$ cat src/rtl/piso_serializer_if.sv
// rtl/piso_serializer_if.sv - parallel word valid/ready handshake into the serializer
interface piso_serializer_if #(
    parameter int WIDTH = 8
);
    logic [WIDTH-1:0] par_in;
    logic             par_valid;
    logic             par_ready;

    modport master (output par_in, output par_valid, input par_ready);
    modport slave  (input par_in, input par_valid, output par_ready);
endinterface

$ cat src/rtl/piso_serializer.sv
// rtl/piso_serializer.sv - parallel-in serial-out transmitter with one-word holding register
module piso_serializer #(
    parameter int WIDTH      = 8,
    parameter bit MSB_FIRST  = 1'b1,
    parameter int GAP_CYCLES = 0
) (
    input  logic                 clk,
    input  logic                 reset,
    piso_serializer_if.slave     par,
    output logic                 serial_out,
    output logic                 load,
    output logic                 word_done,
    output logic                 busy
);
    localparam int CW = (WIDTH > 1) ? $clog2(WIDTH) : 1;

    typedef enum logic [1:0] {IDLE, SHIFT, GAP} state_t;

    state_t            state_q, state_d;
    logic [WIDTH-1:0]  hold_q, hold_d;
    logic              hold_full_q, hold_full_d;
    logic [WIDTH-1:0]  shreg_q, shreg_d;
    logic [CW-1:0]     bit_cnt_q, bit_cnt_d;
    logic [3:0]        gap_cnt_q, gap_cnt_d;
    logic              serial_out_q, serial_out_d;
    logic              load_q, load_d;
    logic              word_done_q, word_done_d;
    logic              busy_q, busy_d;
    logic              accept;
    logic              start;

    assign par.par_ready = ~hold_full_q & ~reset;
    assign accept        = par.par_valid & par.par_ready;

    always_comb begin
        state_d     = state_q;
        hold_d      = hold_q;
        hold_full_d = hold_full_q;
        shreg_d     = shreg_q;
        bit_cnt_d   = bit_cnt_q;
        gap_cnt_d   = gap_cnt_q;
        start       = 1'b0;

        case (state_q)
            IDLE: begin
                if (hold_full_q) start = 1'b1;
            end
            SHIFT: begin
                if (bit_cnt_q == CW'(WIDTH - 1)) begin
                    if (GAP_CYCLES > 0) begin
                        state_d   = GAP;
                        gap_cnt_d = 4'(GAP_CYCLES - 1);
                    end else if (hold_full_q) begin
                        start = 1'b1;
                    end else begin
                        state_d = IDLE;
                    end
                end else begin
                    bit_cnt_d = bit_cnt_q + CW'(1);
                    if (MSB_FIRST) shreg_d = {shreg_q[WIDTH-2:0], 1'b0};
                    else           shreg_d = {1'b0, shreg_q[WIDTH-1:1]};
                end
            end
            GAP: begin
                // The last gap cycle behaves like IDLE so the gap is exactly GAP_CYCLES long
                if (gap_cnt_q == 4'd0) begin
                    if (hold_full_q) start = 1'b1;
                    else             state_d = IDLE;
                end else begin
                    gap_cnt_d = gap_cnt_q - 4'd1;
                end
            end
            default: state_d = IDLE;
        endcase

        if (start) begin
            shreg_d     = hold_q;
            hold_full_d = 1'b0;
            state_d     = SHIFT;
            bit_cnt_d   = '0;
        end

        // Accept and drain are exclusive: ready is low whenever hold can be drained
        if (accept) begin
            hold_d      = par.par_in;
            hold_full_d = 1'b1;
        end

        load_d       = (state_d == SHIFT);
        serial_out_d = load_d & (MSB_FIRST ? shreg_d[WIDTH-1] : shreg_d[0]);
        word_done_d  = load_d & (bit_cnt_d == CW'(WIDTH - 1));
        busy_d       = (state_d != IDLE) | hold_full_d;
    end

    always_ff @(posedge clk) begin
        if (reset) begin
            state_q      <= IDLE;
            hold_q       <= '0;
            hold_full_q  <= 1'b0;
            shreg_q      <= '0;
            bit_cnt_q    <= '0;
            gap_cnt_q    <= '0;
            serial_out_q <= 1'b0;
            load_q       <= 1'b0;
            word_done_q  <= 1'b0;
            busy_q       <= 1'b0;
        end else begin
            state_q      <= state_d;
            hold_q       <= hold_d;
            hold_full_q  <= hold_full_d;
            shreg_q      <= shreg_d;
            bit_cnt_q    <= bit_cnt_d;
            gap_cnt_q    <= gap_cnt_d;
            serial_out_q <= serial_out_d;
            load_q       <= load_d;
            word_done_q  <= word_done_d;
            busy_q       <= busy_d;
        end
    end

    assign serial_out = serial_out_q;
    assign load       = load_q;
    assign word_done  = word_done_q;
    assign busy       = busy_q;
endmodule

$ cat src/flat_wrapper.sv
// flat-port wrapper written by rule: the top's interface ports become plain ports
module piso_serializer_flat 
#(
    parameter int WIDTH      = 8,
    parameter bit MSB_FIRST  = 1'b1,
    parameter int GAP_CYCLES = 0
)
  (clk, reset, serial_out, load, word_done, busy, par_par_in, par_par_valid, par_par_ready);
  piso_serializer_if #(.WIDTH(WIDTH)) par_i ();
  input  logic clk;
  input  logic reset;
  output logic serial_out;
  output logic load;
  output logic word_done;
  output logic busy;
  input wire logic [$bits(par_i.par_in)-1:0] par_par_in;
  input wire logic [$bits(par_i.par_valid)-1:0] par_par_valid;
  output wire logic [$bits(par_i.par_ready)-1:0] par_par_ready;
  assign par_i.par_in = par_par_in;
  assign par_i.par_valid = par_par_valid;
  assign par_par_ready = par_i.par_ready;
  piso_serializer #(.WIDTH(WIDTH), .MSB_FIRST(MSB_FIRST), .GAP_CYCLES(GAP_CYCLES)) u_core (.clk(clk), .reset(reset), .par(par_i), .serial_out(serial_out), .load(load), .word_done(word_done), .busy(busy));
endmodule
$ cat config.mk
export PLATFORM = sky130hd
export DESIGN_NAME = piso_serializer_flat
export DESIGN_NICKNAME = d
export VERILOG_FILES = /design/src/rtl/piso_serializer_if.sv /design/src/rtl/piso_serializer.sv /design/src/flat_wrapper.sv
export SDC_FILE = /design/constraint.sdc
export NUM_CORES = 1
export LEC_CHECK = 0
export BUFFER_PORTS_ARGS = -buffer_cell sky130_fd_sc_hd__buf_4
export CORE_ASPECT_RATIO = 1.75
export CORE_UTILIZATION = 57
export DETAILED_ROUTE_END_ITERATION = 8
export PLACE_DENSITY = 0.78
export SYNTH_ARGS = -nofsm -noshare
export SYNTH_HDL_FRONTEND = slang
export SYNTH_SLANG_ARGS = --single-unit
$ cat constraint.sdc
create_clock -name clk -period 2.2 [get_ports clk]
set_input_delay 0.44 -clock clk [delete_from_list [all_inputs] [get_ports clk]]
set_output_delay 0.44 -clock clk [all_outputs]
set_load 0.02 [all_outputs]
==> impl_metrics.py <==
metrics = {
    "pwr": {
        "p_switching_mw": 0.354,
        "switching_share": 0.283,
        "leakagePower_nw": 0.749,
        "p_int_mw": 0.894,
        "p_seq_frac": 0.482,
        "p_per_area_nw_per_um2": 697,
        "p_clk_frac": 0.334,
        "p_comb_frac": 0.183,
        "p_total_mw": 1.25,
        "peakVddDrop_mv": 0.581,
    },
    "logic_synthesis": {
        "synth_most_common_cell": "dfxtp_1",
        "synth.area.top_cells": "dfxtp_1 40%, ha_1 5.8%, nand2_1 5.8%",
        "synth_common_cells": "30 x dfxtp_1, 23 x nand2_1, 21 x nor2_1, 13 x inv_1",
        "async_flop_share": 0,
        "synthFlopType": "dfxtp_1",
        "ys_ff_latch": 30,
        "synth_top_area_cell": "dfxtp_1",
        "synth_edf_count": 0,
        "netlist_area_um2": 1500,
        "yosys.cell_types.count": 42,
        "syn_nets": 189,
        "synthCells": 171,
        "synth_seq_area_share": 0.400,
        "yosysWarnings": 0,
        "syn_avg_cell_area_um2": 8.78,
        "synth_top_area_frac": 0.400,
    },
    "timing": {
        "hold_viol_final": 0,
        "worst_clock_skew_ps": 8.80,
        "slew_headroom": 0.715,
        "setup_tns_ps": 0,
        "min_period_over_period": 0.978,
        "period_needed_ps": 2150,
        "slew_violations": 0,
        "setup_viol": 0,
        "worst_pin_slew_ps": 428,
        "max_freq_mhz": 465,
    },
    "final_layout": {
        "multi_input_area_um2": 840,
        "diodes": 0,
        "area_growth_pct": 19.3,
        "nNetsFinal": 214,
        "drive_gt1_frac": 0.250,
        "n_fill_cell": 192,
        "ff_latch_area_um2": 603,
        "fin_util": 0.718,
        "design_area_um2": 1790,
    },
    "critical_path": {
        "arrival_ps": 2360,
        "critPathLaunch": "u_core.state_q[1]",
        "cp-endpoint": "u_core.shreg_q[0]",
        "worstRegToRegCells": 8,
        "r2r-start": "u_core.state_q[1]",
        "r2r_slack_ps": 50,
        "startpoint_type": "flip-flop",
        "crit_fanout": 6,
        "reg2reg_to": "u_core.shreg_q[0]",
        "critPathKind": "reg -> reg",
        "end_kind": "flip-flop",
        "crit_required_ps": 2410,
    },
    "global_routing": {
        "grt_pass1_vias": 1305,
        "overflow": 0,
        "antenna_found_initial": 0,
        "grt_pass1_wl_um": 5610,
        "track_usage": 0.286,
        "grt_max_degree": 32,
    },
    "die": {
        "die_area_um2": 2850,
        "die_w_um": 40.8,
        "num_rows": 24,
        "die_y_um": 69.9,
        "io_pins": 16,
        "initial_core_util": 0.602,
        "fp.coreArea_um2": 2490,
    },
    "outcome": {
        "outcome": "complete, no violations",
    },
    "min_path": {
        "hold_path.class": "in -> reg",
    },
    "cts": {
        "ctsLongestPathBuffers": 2,
        "cts_root_buffer": "clkbuf_8",
        "htreeDepth": 2,
        "insertion_delay_ps": 290,
        "clock_sinks": 30,
        "cts_tree": "done",
        "cts_buffers": 5,
        "clk_pin_slew_ps": 70,
    },
    "routing": {
        "drc": 0,
        "drt_iter0_drc": 60,
        "dr.pass1.iters": 5,
        "ant_nets": 0,
        "vias_per_cell": 6.13,
        "finalWirelength_um": 3700,
        "wire_per_inst_um": 16.6,
        "vias": 1360,
    },
    "place": {
        "place.gp.congestion": 0.793,
        "place_area_um2": 1650,
        "io_buffers": 15,
        "hpwl_um": 2460,
    },
    "run": {
        "max-cap-violations": 0,
    },
}
stage by stage:
| stage | hold slack, ps | cells | setup slack [ps] |
|---|---|---|---|
| final | 385 | 222 | 49.3 |
| after detailed placement | 445 | 210 | 42.0 |
| after global placement | 447 | 210 | 114 |
| after CTS | 391 | 217 | 46.9 |
| after global routing | 402 | 222 | -54.2 |
| after floorplan | 430 | 171 | 244 |
final cells by class:
type                            count  share of cell area
Clock buffer                        5              0.0384
Clock inverter                      2             0.00559
Inverter                           13              0.0273
Multi-Input combinational cell    121               0.469
Sequential cell                    30               0.337
Tap cell                           26              0.0182
Timing Repair Buffer               25               0.105
kinds of logic (layout without fill, tap and decap cells):
family	after synthesis	after routing	synth area share
and+or+nand+nor	66	67	0.203
AOI/OAI and AO/OA	34	34	0.193
DFF	30	30	0.400
buffers and inverters	21	45	0.0617
muxes	9	9	0.0608
adders and majority gates	7	7	0.0583
xor gates and xnor gates	4	4	0.0233
critical path: stages, from the launching register on:
cell,delay (ps)
dfxtp_2,390
inv_1,120
ha_1,290
nand2_1,160
a2111oi_4,310
buf_4,190
nor2_4,50
or3_1,370
a31oi_1,190
layer usage:
metal	wire length, µm	global-route usage
met1	1280	0.276
met4	204	0.189
met3	156	0.0825
met5	0	0
met2	2060	0.472
how the worst min path moves through the flow:
stage,from,to,depth (start not counted)
floorplan,u_core.shreg_q[6],u_core.shreg_q[6],2
global placement,u_core.shreg_q[6],u_core.shreg_q[6],2
detailed placement,u_core.shreg_q[4],u_core.shreg_q[4],2
CTS,par_par_in[7],u_core.hold_q[7],3
global route,par_par_in[7],u_core.hold_q[7],3
finish,par_par_in[7],u_core.hold_q[7],3
flip-flops by register name, summed over array words and instances (netlist names):
name	flops
u_core.busy	1
u_core.hold_q	8
u_core.bit_cnt_q	3
u_core.word_done	1
u_core.load	1
u_core.serial_out	1
u_core.hold_full_q	1
u_core.gap_cnt_q	4
u_core.shreg_q	8
u_core.state_q	2
placed cells by master (no fill, tap or decap), drive strengths merged:
master,Yosys,final
or3,2,2
a31oi,2,2
inv,13,13
a2111oi,1,1
mux2i,8,8
nor3,5,5
buf,2,25
a221oi,6,6
nor2,21,22
nor4,1,1
clkbuf,5,5
o21bai,1,1
nand4b,1,1
a21boi,1,1
xor2,1,1
a21o,1,1
mux2,1,1
or2,1,1
xnor2,3,3
nand3b,1,1
clkinv,0,2
a211oi,9,9
o32ai,1,1
o31ai,1,1
ha,7,7
a22oi,1,1
o211ai,1,1
dfxtp,30,30
o22ai,2,2
nand3,1,1
or3b,1,1
nand4,1,1
a21oi,4,4
nor2b,7,7
o21ai,3,3
nand2,23,23
and2,1,1
power by group through the flow:
| stage | clock (mW) | combinational [mW] | sequential [mW] |
|---|---|---|---|
| 3_3_place_gp | 0 | 0.198 | 0.610 |
| 4_1_cts | 0.416 | 0.207 | 0.601 |
| 3_5_place_dp | 0 | 0.206 | 0.612 |
| 6_report | 0.417 | 0.229 | 0.602 |
| 2_1_floorplan | 0 | 0.142 | 0.612 |
| 5_1_grt | 0.436 | 0.246 | 0.606 |
repair_timing:
| item | in CTS | in global routing |
|---|---|---|
| hold buffers | 0 | 0 |
| gates resized for setup | 1 | 9 |
| pin swaps | 0 | 2 |
| endpoints found under the hold margin | 0 | 0 |
| setup buffers | 0 | 4 |
| gates cloned | 0 | 1 |
| endpoints found under the setup margin | 1 | 7 |
No activity file was read; power rests on OpenSTA's default activity.
